$ cat src/rtl/fetch_unit_if.sv
// -----------------------------------------------------------------------------
// fetch_unit_if
//   Bundles the signals between the fetch/decode front-end, the stage
//   sequencer, the byte-wide instruction memory and the execute unit.
//
//   master : the fetch unit itself
//            in : phase strobes, memory read data, jump request
//            out: memory address/read enable, pc, ir, ir_valid, halt,
//                 strobe_err
//   slave  : the surrounding system (sequencer + memory + execute unit),
//            with the directions reversed
// -----------------------------------------------------------------------------
interface fetch_unit_if #(
    parameter int ADDR_W = 8
);
    // phase strobes from the sequencer
    logic              fetcha;
    logic              fetchb;
    logic              execa;
    logic              execb;

    // instruction memory
    logic [ADDR_W-1:0] mem_addr;
    logic              mem_re;
    logic [7:0]        mem_rdata;

    // execute unit jump request
    logic              jump_en;
    logic [ADDR_W-1:0] jump_addr;

    // architectural state / status
    logic [ADDR_W-1:0] pc;
    logic [15:0]       ir;
    logic              ir_valid;
    logic              halt;
    logic              strobe_err;

    modport master (
        input  fetcha, fetchb, execa, execb,
        input  mem_rdata,
        input  jump_en, jump_addr,
        output mem_addr, mem_re,
        output pc, ir, ir_valid, halt, strobe_err
    );

    modport slave (
        output fetcha, fetchb, execa, execb,
        output mem_rdata,
        output jump_en, jump_addr,
        input  mem_addr, mem_re,
        input  pc, ir, ir_valid, halt, strobe_err
    );
endinterface

$ cat src/rtl/fetch_unit.sv
// -----------------------------------------------------------------------------
// fetch_unit
//   Instruction fetch/decode front-end driven by the one-hot phase strobes of
//   the five-state stage sequencer. The sequencer moves on negedge clk, so the
//   strobes are stable at posedge and are sampled there.
//
//   fetcha : load ir[15:8] from memory, advance pc, clear ir_valid and halt
//   fetchb : load ir[7:0] from memory, advance pc, set ir_valid
//   execa  : raise halt when the opcode ir[15:12] equals HALT_OP
//   execb  : load pc from jump_addr when jump_en is set
//   none   : everything holds (this covers the waits phase)
//
//   Ports
//     clk  : system clock, all state on posedge
//     rst  : asynchronous, active-high reset
//     bus  : fetch_unit_if.master (strobes, memory port, jump, status)
//
//   There is deliberately no phase FSM here: the phase is taken only from the
//   strobes, so this block cannot drift out of step with the sequencer.
// -----------------------------------------------------------------------------
module fetch_unit #(
    parameter int                ADDR_W   = 8,
    parameter logic [ADDR_W-1:0] RESET_PC = '0,
    parameter logic [3:0]        HALT_OP  = 4'hF
) (
    input  logic            clk,
    input  logic            rst,
    fetch_unit_if.master    bus
);

    localparam logic [ADDR_W-1:0] PC_ONE = {{(ADDR_W-1){1'b0}}, 1'b1};

    logic [ADDR_W-1:0] pc_q;
    logic [ADDR_W-1:0] pc_d;
    logic [15:0]       ir_q;
    logic [15:0]       ir_d;
    logic              ir_valid_q;
    logic              ir_valid_d;
    logic              halt_q;
    logic              halt_d;
    logic              strobe_err_q;
    logic              strobe_err_d;

    logic              multi_hot;
    logic [ADDR_W-1:0] pc_inc;

    // Any pair of active strobes is illegal; waits is not a strobe input here.
    assign multi_hot = (bus.fetcha & bus.fetchb) |
                       (bus.fetcha & bus.execa)  |
                       (bus.fetcha & bus.execb)  |
                       (bus.fetchb & bus.execa)  |
                       (bus.fetchb & bus.execb)  |
                       (bus.execa  & bus.execb);

    // Natural modulo-2^ADDR_W wrap, no flag.
    assign pc_inc = pc_q + PC_ONE;

    always_comb begin
        pc_d         = pc_q;
        ir_d         = ir_q;
        ir_valid_d   = ir_valid_q;
        halt_d       = halt_q;
        strobe_err_d = strobe_err_q | multi_hot;

        // Priority chain: on an illegal multi-hot pattern only the
        // highest-priority phase acts.
        if (bus.fetcha) begin
            ir_d[15:8] = bus.mem_rdata;
            pc_d       = pc_inc;
            ir_valid_d = 1'b0;
            halt_d     = 1'b0;
        end else if (bus.fetchb) begin
            ir_d[7:0]  = bus.mem_rdata;
            pc_d       = pc_inc;
            ir_valid_d = 1'b1;
        end else if (bus.execa) begin
            halt_d     = (ir_q[15:12] == HALT_OP);
        end else if (bus.execb) begin
            // Jump and halt may coexist: halt is left untouched here.
            if (bus.jump_en) begin
                pc_d = bus.jump_addr;
            end
        end
    end

    always_ff @(posedge clk or posedge rst) begin
        if (rst) begin
            pc_q         <= RESET_PC;
            ir_q         <= 16'h0000;
            ir_valid_q   <= 1'b0;
            halt_q       <= 1'b0;
            strobe_err_q <= 1'b0;
        end else begin
            pc_q         <= pc_d;
            ir_q         <= ir_d;
            ir_valid_q   <= ir_valid_d;
            halt_q       <= halt_d;
            strobe_err_q <= strobe_err_d;
        end
    end

    assign bus.mem_addr   = pc_q;
    assign bus.mem_re     = bus.fetcha | bus.fetchb;
    assign bus.pc         = pc_q;
    assign bus.ir         = ir_q;
    assign bus.ir_valid   = ir_valid_q;
    assign bus.halt       = halt_q;
    assign bus.strobe_err = strobe_err_q;

endmodule

$ cat src/flat_wrapper.sv
// flat-port wrapper written by rule: the top's interface ports become plain ports
module fetch_unit_flat 
#(
    parameter int                ADDR_W   = 8,
    parameter logic [ADDR_W-1:0] RESET_PC = '0,
    parameter logic [3:0]        HALT_OP  = 4'hF
)
  (clk, rst, bus_fetcha, bus_fetchb, bus_execa, bus_execb, bus_mem_rdata, bus_jump_en, bus_jump_addr, bus_mem_addr, bus_mem_re, bus_pc, bus_ir, bus_ir_valid, bus_halt, bus_strobe_err);
  fetch_unit_if #(.ADDR_W(ADDR_W)) bus_i ();
  input  logic clk;
  input  logic rst;
  input wire logic [$bits(bus_i.fetcha)-1:0] bus_fetcha;
  input wire logic [$bits(bus_i.fetchb)-1:0] bus_fetchb;
  input wire logic [$bits(bus_i.execa)-1:0] bus_execa;
  input wire logic [$bits(bus_i.execb)-1:0] bus_execb;
  input wire logic [$bits(bus_i.mem_rdata)-1:0] bus_mem_rdata;
  input wire logic [$bits(bus_i.jump_en)-1:0] bus_jump_en;
  input wire logic [$bits(bus_i.jump_addr)-1:0] bus_jump_addr;
  output wire logic [$bits(bus_i.mem_addr)-1:0] bus_mem_addr;
  output wire logic [$bits(bus_i.mem_re)-1:0] bus_mem_re;
  output wire logic [$bits(bus_i.pc)-1:0] bus_pc;
  output wire logic [$bits(bus_i.ir)-1:0] bus_ir;
  output wire logic [$bits(bus_i.ir_valid)-1:0] bus_ir_valid;
  output wire logic [$bits(bus_i.halt)-1:0] bus_halt;
  output wire logic [$bits(bus_i.strobe_err)-1:0] bus_strobe_err;
  assign bus_i.fetcha = bus_fetcha;
  assign bus_i.fetchb = bus_fetchb;
  assign bus_i.execa = bus_execa;
  assign bus_i.execb = bus_execb;
  assign bus_i.mem_rdata = bus_mem_rdata;
  assign bus_i.jump_en = bus_jump_en;
  assign bus_i.jump_addr = bus_jump_addr;
  assign bus_mem_addr = bus_i.mem_addr;
  assign bus_mem_re = bus_i.mem_re;
  assign bus_pc = bus_i.pc;
  assign bus_ir = bus_i.ir;
  assign bus_ir_valid = bus_i.ir_valid;
  assign bus_halt = bus_i.halt;
  assign bus_strobe_err = bus_i.strobe_err;
  fetch_unit #(.ADDR_W(ADDR_W), .RESET_PC(RESET_PC), .HALT_OP(HALT_OP)) u_core (.clk(clk), .rst(rst), .bus(bus_i));
endmodule
$ cat config.mk
export PLATFORM = sky130hd
export DESIGN_NAME = fetch_unit_flat
export DESIGN_NICKNAME = d
export VERILOG_FILES = /design/src/rtl/fetch_unit_if.sv /design/src/rtl/fetch_unit.sv /design/src/flat_wrapper.sv
export SDC_FILE = /design/constraint.sdc
export NUM_CORES = 1
export LEC_CHECK = 0
export BUFFER_PORTS_ARGS = -buffer_cell sky130_fd_sc_hd__clkbuf_2
export CAP_MARGIN = 40
export CORE_MARGIN = 2
export CORE_UTILIZATION = 52
export CTS_BUF_LIST = sky130_fd_sc_hd__clkbuf_8
export DETAILED_ROUTE_END_ITERATION = 10
export MAX_ROUTING_LAYER = met4
export PLACE_DENSITY = 0.85
export SLEW_MARGIN = 30
export SYNTH_ARGS = -nofsm -noshare
export SYNTH_HDL_FRONTEND = slang
export SYNTH_SLANG_ARGS = --single-unit
export TNS_END_PERCENT = 20
$ cat constraint.sdc
create_clock -name clk -period 3.1 [get_ports clk]
set_clock_uncertainty 0.2 [all_clocks]
set_input_delay 0.93 -clock clk [delete_from_list [all_inputs] [get_ports clk]]
set_output_delay 0.93 -clock clk [all_outputs]
set_load 0.03 [all_outputs]
Yosys cells after proc, flatten, opt, wreduce, memory -nomap -nowiden:

Index checks and enable logic that the tools add are counted.

* word-level logic and storage cells: 41
* register bits after elaboration: 27
* bits of input ports: 23

* equality and inequality tests: 3
* reduce and logical (&&, ||, !) cells: 7
* bitwise logic cells: 14
* multiplexer cells: 10
* add/subtract/negate cells: 1

Operators by type and width (number)
* 8-bit 2-to-1 mux: 5
* 8-bit by 1-bit adder with 8-bit output (second input constant): 1
* 1-bit OR: 7
* 1-bit AND: 6
* 3-bit nonzero test: 2
* 1-bit 2-to-1 mux: 5
* 4-bit == test (second input constant): 1
* 2-bit AND reduction: 2
* 2-bit nonzero test: 2
* 3-bit inequality test (second input constant): 1
* 3-bit AND reduction: 1
* 2-bit inequality test (second input constant): 1
* 1-bit inverter: 1

Depth between registers and ports, before layout:

* depth after elaboration: 7
* gate-level depth with buffers: 4
* depth with buffers taken out: 4

Least setup slack after synthesis:

OpenSTA, ideal clock, no wires.

* path type: input -> output
* from: in bus_fetcha
* to: out bus_mem_re
* arrival time: 1.159 ns
* cell stages on the path: 2
* setup slack: 0.811 ns
* required time: 1.970 ns
* path through: nor2_4 -> inv_2

* word-level cells in the longest chain between the ends: 1

Ends and longest elaborated chain
* start, declared: RTL line flat_wrapper.sv:12 `input wire logic [$bits(bus_i.fetcha)-1:0] bus_fetcha;`
* 1-bit OR: RTL line fetch_unit.sv:103 `assign bus.mem_re = bus.fetcha | bus.fetchb;`
* end, declared: RTL line flat_wrapper.sv:20 `output wire logic [$bits(bus_i.mem_re)-1:0] bus_mem_re;`

Every way passes these cells.

Final worst setup path:

Ends and elaborated chain as after synthesis.

==> results by stage <==
Setup path:
- The worst path required time is 1.97 ns.
- The highest net fanout along the worst path is 6.
- The type of the worst setup path is input pin to output port.
- The type of element launching the critical path is an input pin.
- Broken down by cell family, the worst path's largest delay share belongs to buffers and inverters.
- The type of destination of the critical path is an output port.
- The most numerous cell type found on the critical path is clkbuf_2.
- Traced cell by cell, the critical path runs through clkbuf_2 > nor2_4 > inv_2 > clkbuf_2.
- The largest stage delay on the critical path is around 0.18 ns.
- The slowest stage of the critical path is the clkbuf_2 cell.
- The endpoint arrival time on the critical path is 1.41 ns.
- The buffering stage count on the worst path with inverters included is 3.

Floorplanning:
- The core area is 2450 sq um.
- a little under 60 I/O pins were placed.
- The die width is ~55 um.
- The number of placement rows is 18.
- The die covers 3010 sq um.
- The floorplan step set the die height to around 55 um.
- The initial cell density of the core is 54.8%.

Global routing:
- Across every metal layer, demand over resource in global routing totals 23.0%.
- After global routing the overflow that remains totals 0.
- Entering global routing, the biggest net connects 20 pins.
- The via count of the first global-routing pass came to 1048.
- The global-route wire length before repair is 4690 um.
- The number of antenna violations at the first check in global routing was 0.

Power and ir drop:
- Summed over all nets, the switching power comes to roughly 0.00059 W.
- The static leakage is 0.812 nW.
- The share of power burned in the clock network is 16.0%.
- The proportion of power drawn by combinational gates is between 40% and 50%.
- The maximum VDD drop is 0.000577 V.
- The sequential fraction of design power is 40.3%.
- Of the total power, the share spent switching nets is a little under half.
- The internal power of the cells totals approximately 0.0007 W.
- The ratio of total power to cell area is 770 nW/um^2.

Detailed routing:
- The routed design uses 1520 um of met2 wire.
- The average wire length per cell after detail routing is 14.8 um.
- The highest layer touched by signal routing is met4.
- The detailed-routing iteration count for the pre-antenna-repair pass is 3.
- For this run, design rule violations remaining after detail routing come to 0.
- The total met3 wirelength after detailed routing is 187 um.
- Summed over all layers, the routed wires come to 2950 um.
- The ratio of routed vias to standard cells is 5.49.
- Across all layers, the routed design uses 1098 vias.
- The detailed router put a total of 1220 um of wire on met1.
- The detailed router finished its first iteration with 17 violations.
- The detail route stage leaves a number of antenna-violating nets equal to 0.

Layout:
- The number of nets in the layout is 195.
- The number of non-filler instances in the completed layout is 200.
- The area growth from synthesis to layout is 24.4%.
- The count of fill cells added during filler insertion is about 190.
- The multi-input combinational cells in the finished layout cover a total of 574 sq um.
- The register area is 676 sq um.
- Cells with a size suffix above 1 make up roughly 54% of the layout.
- 0 antenna diodes ended up in the layout.

Timing:
- Static timing analysis puts the maximum clock frequency at 393 MHz.
- The final-layout worst hold slack is 0.298 ns.
- The setup TNS is 0 ns.
- Setup repair after global routing left no endpoint under its margin.
- Headroom to the max-slew limit came out at 55.3%.
- The number of hold-slack violations in the final timing report is 0.
- The max-slew violation count is 0.
- The transition time of the tightest slew-check pin is 0.670 ns.
- The post-route fraction of the period consumed by the critical path is between 80 and 90%.
- Setup violations remaining at the end of the flow were counted as 0.
- For the finished layout, the period the worst path requires is 2.54 ns.

Synth:
- The total standard cell area after synthesis is 1350 sq um.
- The most frequently used flop master after synthesis is dfrtp_1.
- Counting flops and latches in the post-synthesis netlist gives 27.
- Synthesis produced between 100 and 150 cells.
- After synthesis, the cell types taking the most area are dfrtp_1, mux2_2, nor3_1, buf_4, a311oi_1.
- The cell type with the largest total area after synthesis is dfrtp_1.
- The Yosys step of the flow raised 0 warnings.
- The number of nets in the synthesized netlist is between 100 and 150.
- The number of flops mapped to enable cells by yosys is 0.
- In the synthesized netlist the async set-or-reset flop fraction comes to 100%.
- Synthesis instantiated 31 different standard cells from the library.
- Of the synthesized area, sequential elements account for approximately half.
- The share of synthesized area in the top cell type comes to approximately 50%.
- Averaged over all synthesized cells, the footprint is 11.5 sq um.

CTS:
- TritonCTS created 3 clock buffers.
- CTS saw 27 sinks.
- Clock latency on the worst-skew pair, taken at its later pin, is 0.28 ns.
- The clock slew at the register clock pins of the worst setup and hold paths is roughly 0.090 ns.
- The clock root buffer is clkbuf_8.
- TritonCTS built the clock tree.
- After clock tree synthesis, the setup repair step added 0 buffers.
- The longest clock path from root to sink contains 2 buffers.
- The number of gates resized after CTS was 0.
- The post-cts hold buffer count is 0.
- The number of levels in the clock H-tree is 1.

Placement:
- The number of port buffers is between 50 and 60.
- Detailed placement ended at an HPWL of 2290 um.
- The congestion estimate from routability-driven global placement came to about 0.82.
- Including well taps, the total number of placed cells is 196.

Run status:
- The flow ran to the end, and the final reports show no timing, DRC or antenna violations.

Flow run:
- The max-capacitance violation count is 0.

Min path:
- The type of the tightest min-delay check is register to register.
==> layout make-up <==
cell class	count	share of cell area [%]
Sequential cell	27	40.3
Multi-Input combinational cell	74	34.3
Timing Repair Buffer	62	19.6
Clock buffer	3	2.46
Tap cell	30	2.24
Inverter	3	0.672
Clock inverter	1	0.448
==> cells by family (layout without fill, tap and decap cells) <==
| logic type | Yosys count | after routing | synth area share, % |
|---|---|---|---|
| simple gates | 36 | 36 | 15.0 |
| flops | 27 | 27 | 50.2 |
| mux | 22 | 22 | 18.3 |
| buf+inv | 16 | 69 | 7.16 |
| compound gates | 14 | 14 | 7.71 |
| fa+ha+maj | 2 | 2 | 1.67 |
==> layout by cell type, fill, tap and decap left out, types with 3 or more instances in the layout <==
master    instances
nor3_1           12
clkbuf_8          3
buf_4             3
nor2_1            5
o21ai_0           3
mux2_2           21
nand2_1           5
dfrtp_1          27
clkbuf_2         58
a311oi_1          3
==> per-stage QoR <==
step / utilization, % / total power [W] / instance area, sq um / setup WS (ns)
floorplan: - / 0.000970 / 1350 / 0.811
global placement: 65.6 / 0.00107 / 1610 / 0.563
detailed placement: 66.3 / 0.00109 / 1630 / 0.550
CTS: 68.2 / 0.00130 / 1680 / 0.551
global route: 68.2 / 0.00136 / 1680 / 0.523
finish: 68.2 / 0.00129 / 1680 / 0.555
==> synth_stat cells (2+ instances only) <==
cell type	count
nand2_1	5
nor2_1	5
o21ai_0	3
dfrtp_1	27
nand3_1	2
buf_2	5
mux2_2	21
buf_4	8
and3_1	2
a21oi_1	2
or3_1	2
inv_1	2
a311oi_1	3
nor3_1	12
a221o_1	2
==> sequential cells by signal, indices dropped and copies added, names as in the netlist <==
register / cells
u_core.bus.halt: 1
u_core.bus.ir: 16
u_core.bus.ir_valid: 1
u_core.bus.mem_addr: 8
u_core.bus.strobe_err: 1
==> worst register-to-register path, stage by stage, from the launching register on <==
cell	delay (ns)
dfrtp_1	0.46
ha_1	0.26
nand3_1	0.10
mux2_2	0.28
a221o_1	0.30
==> power groups by stage <==
| stage | sequential, W | combinational [W] | clock (W) |
|---|---|---|---|
| 2_1_floorplan | 0.000650 | 0.000319 | 0 |
| 3_3_place_gp | 0.000517 | 0.000555 | 0 |
| 3_5_place_dp | 0.000526 | 0.000568 | 0 |
| 4_1_cts | 0.000519 | 0.000569 | 0.000212 |
| 5_1_grt | 0.000535 | 0.000611 | 0.000219 |
| 6_report | 0.000519 | 0.000564 | 0.000206 |
==> final timing paths <==
| kind | slack [ns] | start | cells past startpoint | to |
|---|---|---|---|---|
| max in group asynchronous | 1.68 | rst | 3 | u_core.bus.ir[15] |
| setup / recovery | 0.56 | bus_fetcha | 4 | bus_mem_re |
| hold / removal | 0.30 | u_core.bus.strobe_err | 1 | u_core.bus.strobe_err |
| setup reg to reg | 1.39 | u_core.bus.mem_addr[0] | 4 | u_core.bus.mem_addr[4] |
| hold reg to reg | 0.30 | u_core.bus.strobe_err | 1 | u_core.bus.strobe_err |
| min in group asynchronous | 0.51 | rst | 2 | u_core.bus.mem_addr[1] |
==> routing by layer <==
layer,GRT usage (%),up-vias
met3,5.19,2
met5,-,-
met4,6.67,0
li1,-,528
met2,39.3,40
met1,27.0,528
No activity file was read; power rests on OpenSTA's default activity.
